==> src/rtl/display_pkg.sv <==
// Shared constants for the 7-segment scanner: segment bit positions and the hex decode table.
// Purely declarative, no logic and no latency.
// No flow control; consumers index the table combinationally.
package display_pkg;

  // Bit positions inside the 8-bit indicator bus ({dp,g,f,e,d,c,b,a})
  localparam int SEG_A  = 0;
  localparam int SEG_B  = 1;
  localparam int SEG_C  = 2;
  localparam int SEG_D  = 3;
  localparam int SEG_E  = 4;
  localparam int SEG_F  = 5;
  localparam int SEG_G  = 6;
  localparam int SEG_DP = 7;

  localparam logic [6:0] SEG_OFF = 7'h00;

  // Active-high gfedcba patterns for hex digits 0..F
  localparam logic [6:0] HEX_SEG [16] = '{
    7'h3F, 7'h06, 7'h5B, 7'h4F, 7'h66, 7'h6D, 7'h7D, 7'h07,
    7'h7F, 7'h6F, 7'h77, 7'h7C, 7'h39, 7'h5E, 7'h79, 7'h71
  };

endpackage

==> src/rtl/hex_to_seg7.sv <==
// Hex nibble to active-high gfedcba segment pattern.
// Combinational, zero latency.
// No flow control; polarity and blanking are handled by the caller.
module hex_to_seg7
  import display_pkg::*;
(
  input  logic [3:0] value,
  output logic [6:0] seg
);

  assign seg = HEX_SEG[value];

endmodule

==> src/rtl/seg_scan_display.sv <==
// Time-multiplexed 7-segment driver: digit storage, slot prescaler, guard band, leading-zero blanking.
// Outputs registered one cycle after prescaler/scan_index/storage; writes show on the second cycle.
// No backpressure: writes are accepted every cycle, out-of-range indices are dropped.
module seg_scan_display
  import display_pkg::*;
#(
  parameter int DIGITS         = 8,
  parameter int SCAN_DIV       = 50000,
  parameter int GUARD          = 1,
  parameter int SEG_ACTIVE_LOW = 0,
  parameter int SEL_ACTIVE_LOW = 0,
  localparam int IDX_W         = (DIGITS > 1) ? $clog2(DIGITS) : 1
) (
  input  logic              clk,
  input  logic              reset,
  input  logic              wr_en,
  input  logic [IDX_W-1:0]  wr_index,
  input  logic [3:0]        wr_value,
  input  logic              wr_dp,
  input  logic              clear,
  input  logic              blank_lz,
  output logic [7:0]        indicator,
  output logic [DIGITS-1:0] indicator_choice,
  output logic [IDX_W-1:0]  scan_index,
  output logic              frame_tick
);

  localparam int PW = $clog2(SCAN_DIV);
  localparam logic [7:0]        SEG_INV = (SEG_ACTIVE_LOW != 0) ? 8'hFF : 8'h00;
  localparam logic [DIGITS-1:0] SEL_INV = (SEL_ACTIVE_LOW != 0) ? {DIGITS{1'b1}} : {DIGITS{1'b0}};

  logic [3:0]        val_q [DIGITS];
  logic              dp_q  [DIGITS];
  logic [PW-1:0]     presc;
  logic              presc_wrap;
  logic              last_digit;
  logic              in_guard;
  logic [DIGITS-1:0] lz_blank;
  logic              zero_run;
  logic [3:0]        cur_val;
  logic              cur_dp;
  logic              cur_blank;
  logic [6:0]        cur_seg;
  logic [7:0]        nxt_ind;
  logic [DIGITS-1:0] nxt_sel;

  assign presc_wrap = (presc == PW'(SCAN_DIV - 1));
  assign last_digit = (scan_index == IDX_W'(DIGITS - 1));
  assign in_guard   = (int'(presc) < GUARD);

  // Digit registers: reset and clear wipe everything, otherwise one in-range entry is written
  always_ff @(posedge clk) begin
    for (int i = 0; i < DIGITS; i++) begin
      if (reset || clear) begin
        val_q[i] <= 4'd0;
        dp_q[i]  <= 1'b0;
      end else if (wr_en && (int'(wr_index) == i)) begin
        val_q[i] <= wr_value;
        dp_q[i]  <= wr_dp;
      end
    end
  end

  // Slot prescaler and digit scan counter; frame_tick marks the wrap back to digit 0
  always_ff @(posedge clk) begin
    if (reset) begin
      presc      <= '0;
      scan_index <= '0;
      frame_tick <= 1'b0;
    end else begin
      frame_tick <= presc_wrap && last_digit;
      if (presc_wrap) begin
        presc      <= '0;
        scan_index <= last_digit ? '0 : scan_index + IDX_W'(1);
      end else begin
        presc <= presc + PW'(1);
      end
    end
  end

  // Leading-zero mask: a digit blanks when it and every higher digit hold zero (never digit 0)
  always_comb begin
    zero_run = 1'b1;
    lz_blank = '0;
    for (int k = DIGITS - 1; k >= 0; k--) begin
      zero_run    = zero_run && (val_q[k] == 4'd0);
      lz_blank[k] = blank_lz && (k != 0) && zero_run;
    end
  end

  assign cur_val   = val_q[scan_index];
  assign cur_dp    = dp_q[scan_index];
  assign cur_blank = lz_blank[scan_index];

  hex_to_seg7 u_dec (
    .value (cur_val),
    .seg   (cur_seg)
  );

  // Next indicator/select pair for the current slot, both taken from the same digit
  always_comb begin
    nxt_ind = 8'h00;
    nxt_sel = '0;
    if (!in_guard) begin
      nxt_sel         = DIGITS'(1) << scan_index;
      nxt_ind[6:0]    = cur_blank ? SEG_OFF : cur_seg;
      nxt_ind[SEG_DP] = cur_dp;
    end
  end

  // Output registers with polarity applied; reset forces everything to the inactive level
  always_ff @(posedge clk) begin
    if (reset) begin
      indicator        <= SEG_INV;
      indicator_choice <= SEL_INV;
    end else begin
      indicator        <= nxt_ind ^ SEG_INV;
      indicator_choice <= nxt_sel ^ SEL_INV;
    end
  end

endmodule

==> config.mk <==
export PLATFORM = sky130hd
export DESIGN_NAME = seg_scan_display
export DESIGN_NICKNAME = d
export VERILOG_FILES = /design/src/rtl/display_pkg.sv /design/src/rtl/hex_to_seg7.sv /design/src/rtl/seg_scan_display.sv
export SDC_FILE = /design/constraint.sdc
export NUM_CORES = 1
export LEC_CHECK = 0
export BUFFER_PORTS_ARGS = -buffer_cell sky130_fd_sc_hd__buf_2
export CORE_MARGIN = 1
export CORE_UTILIZATION = 59
export DETAILED_ROUTE_END_ITERATION = 12
export PLACE_DENSITY_LB_ADDON = 0.05
export SLEW_MARGIN = 20
export SYNTH_ARGS = -nofsm -noshare
export SYNTH_HDL_FRONTEND = slang
export SYNTH_SLANG_ARGS = --single-unit
==> constraint.sdc <==
create_clock -name clk -period 2.4 [get_ports clk]
set_input_delay 0.36 -clock clk [delete_from_list [all_inputs] [get_ports clk]]
set_output_delay 0.36 -clock clk [all_outputs]
set_load 0.005 [all_outputs]
==> results.tsv <==
metric	value	unit
wire_per_inst	16.3	um
path_max_fanout	5	
clock_latency	350	ps
cts_resized	0	
core_area	5920	um2
cts-buffers-inserted	9	
die_h	80.1	um
ys_ff_latch	79	
hold_class	input pin to flop	
synthDistinctLibCells	38	
drcViolationCount	0	
synth_edf_count	40	
grt_overflow	0	
drive_gt1_share	19.2	%
cp.required	2690	ps
grt_use_total	24.8	%
maxSlewHeadroom	46.2	%
finalHoldViolCount	0	
cts_tree	built	
synth_seq_area_share	55.0	%
antenna_found_initial	0	
cts_setup_buffers	0	
die_w	80.1	um
rsz0062_at_grt	false	
startpoint_type	flop	
grt_pass1_wl	11600	um
yosysMostFrequentCell	and2_1	
syn_area_per_cell	11.7	um2
ys_top_cells_by_count	and2_1, edfxtp_1, dfxtp_1, nor2_1	
synthToLayoutAreaGrowth	14.4	%
fin_cells	435	
drv_slew	0	
dieArea	6420	um2
synthesis.nets	336	
drtIter0Drc	129	
status	complete, no violations	
cts_hold_buffers	0	
dp_hpwl	5240	um
cellLeakagePower	1.66	nW
cts_htree_levels	3	
async_flop_share	0	%
clock_skew	6.96	ps
nFillCells	441	
fin_crit	2150	ps
peakVddDrop	0.430	mV
synthCells	309	
rows	28	
totalWireLength	7090	um
num_vias	2481	
port_buffers	32	
syn_area	3600	um2
final_net_count	382	
cts_sinks	79	
clkTransAtPathRegs	80	ps
yosys-top-cells-area	edfxtp_1, dfxtp_1, and2_1	
place_congestion	0.856	
setup_viol	0	
placed_cells	419	
maxCapViolCount	0	
post-route-period-util	89.5	%
num_io_pins	33	
fin_tns_setup	0	ps
critical_path_class	flop to flop	
firstDrtPassIters	5	
grt_pass1_vias	2346	
floorplan.initialDensity	60.8	%
grt_max_degree	16	
viasPerCell	5.70	
tightest_slew	799	ps
antennaDiodeCount	0	
yosysWarnings	0	
max_freq	466	MHz
cp-end-kind	flop	
yosysTopAreaCellShare	33.3	%
synth_top_area_cell	edfxtp_1	
postRouteAntennaNets	0	
clock_path_buffers	2	
cts_root_buffer	clkbuf_8	
synthFlopType	edfxtp_1	
power_density	695	nW/um2
cp.arrival	2430	ps
## worst paths after layout
| check | from | endpoint | slack [ps] | cells past startpoint |
|---|---|---|---|---|
| setup / recovery | flop | indicator[0] | 250 | 6 |
| hold / removal | reset | presc[2] | 320 | 2 |
| setup reg to reg | flop | indicator[0] | 250 | 6 |
| hold reg to reg | presc[0] | presc[0] | 490 | 1 |
## where the power goes
group | switching [mW] | leakage (nW) | internal, mW
clock network | 0.480 | 0.118 | 0.684
logic | 0.111 | 0.791 | 0.0839
registers | 0.0309 | 0.755 | 1.47
## metrics by stage
step / total power, mW / hold WS (ps) / instance area [um2] / setup slack (ps) / utilization [%]
2_1_floorplan: 1.64 / 442 / 3600 / 190 / -
3_3_place_gp: 1.73 / 465 / 3890 / 295 / 65.6
3_5_place_dp: 1.73 / 479 / 3890 / 247 / 65.6
4_1_cts: 2.88 / 307 / 4120 / 225 / 69.6
5_1_grt: 2.96 / 331 / 4120 / 67.6 / 69.6
6_report: 2.86 / 321 / 4120 / 252 / 69.6
## critical path, cell delays in order (launching register included)
cell and delay, ps:
dfxtp_1 480, mux4_2 530, mux2i_1 180, inv_1 110
ha_1 260, or3b_1 380, a21oi_1 130
## layer usage
metal  wire [um]  part of all wire [%]  vias to the layer above  global-route usage, %
met5           0                     0                        -                      0
met4         203                   2.9                        0                   12.9
met3         334                   4.7                       17                   5.34
met2        3400                    48                       94                   40.8
met1        3160                    44                     1166                   30.8
li1            -                     -                     1204                      -
## kinds of logic after synthesis
logic type / count (synthesis) / synth area share [%]
muxes: 19 / 8.93
DFF: 79 / 55.0
AOI/OAI and AO/OA: 27 / 4.97
adders and majority gates: 14 / 4.86
and+or+nand+nor: 140 / 20.6
buffers and inverters: 16 / 2.19
xor gates and xnor gates: 14 / 3.40
## flip-flops by register name, summed over array words and instances (netlist names), named ones only
signal and cells:
dp_q 8, frame_tick 1, indicator 8, indicator_choice 8
presc 16, scan_index 3, val_q 32
## layout by cell type (no fill, tap or decap), types with 3 or more instances in the layout
cell       Yosys  routed
a21oi_1        3       3
o21ai_0       11      11
ha_1          14      14
a221oi_1       4       4
bufinv_16      0       3
xnor2_1        7       7
dfxtp_1       39      39
nand4_1        4       4
inv_1          9       9
and3_1         6       6
xor2_1         7       7
nor3_1         6       6
mux2i_1        7       7
nor4_1         9       9
nand2_1       14      14
clkbuf_8       0       9
buf_4          1      10
edfxtp_1      40      40
mux4_2        10      10
buf_2          0      32
nand3_1       10      10
nor2_1        34      34
nand2b_1       4       4
and2_1        45      45
## cell type report
class / instances / area, um2 / area share, %
clock buffers: 9 / 124 / 3.01
clock inverters: 7 / 111 / 2.70
inverters: 9 / 33.8 / 0.820
multi-input cells: 214 / 1540 / 37.4
flip-flops and latches: 79 / 1980 / 48.1
well taps: 75 / 93.8 / 2.28
repair buffers: 42 / 235 / 5.71
No activity file was read; power rests on OpenSTA's default activity.
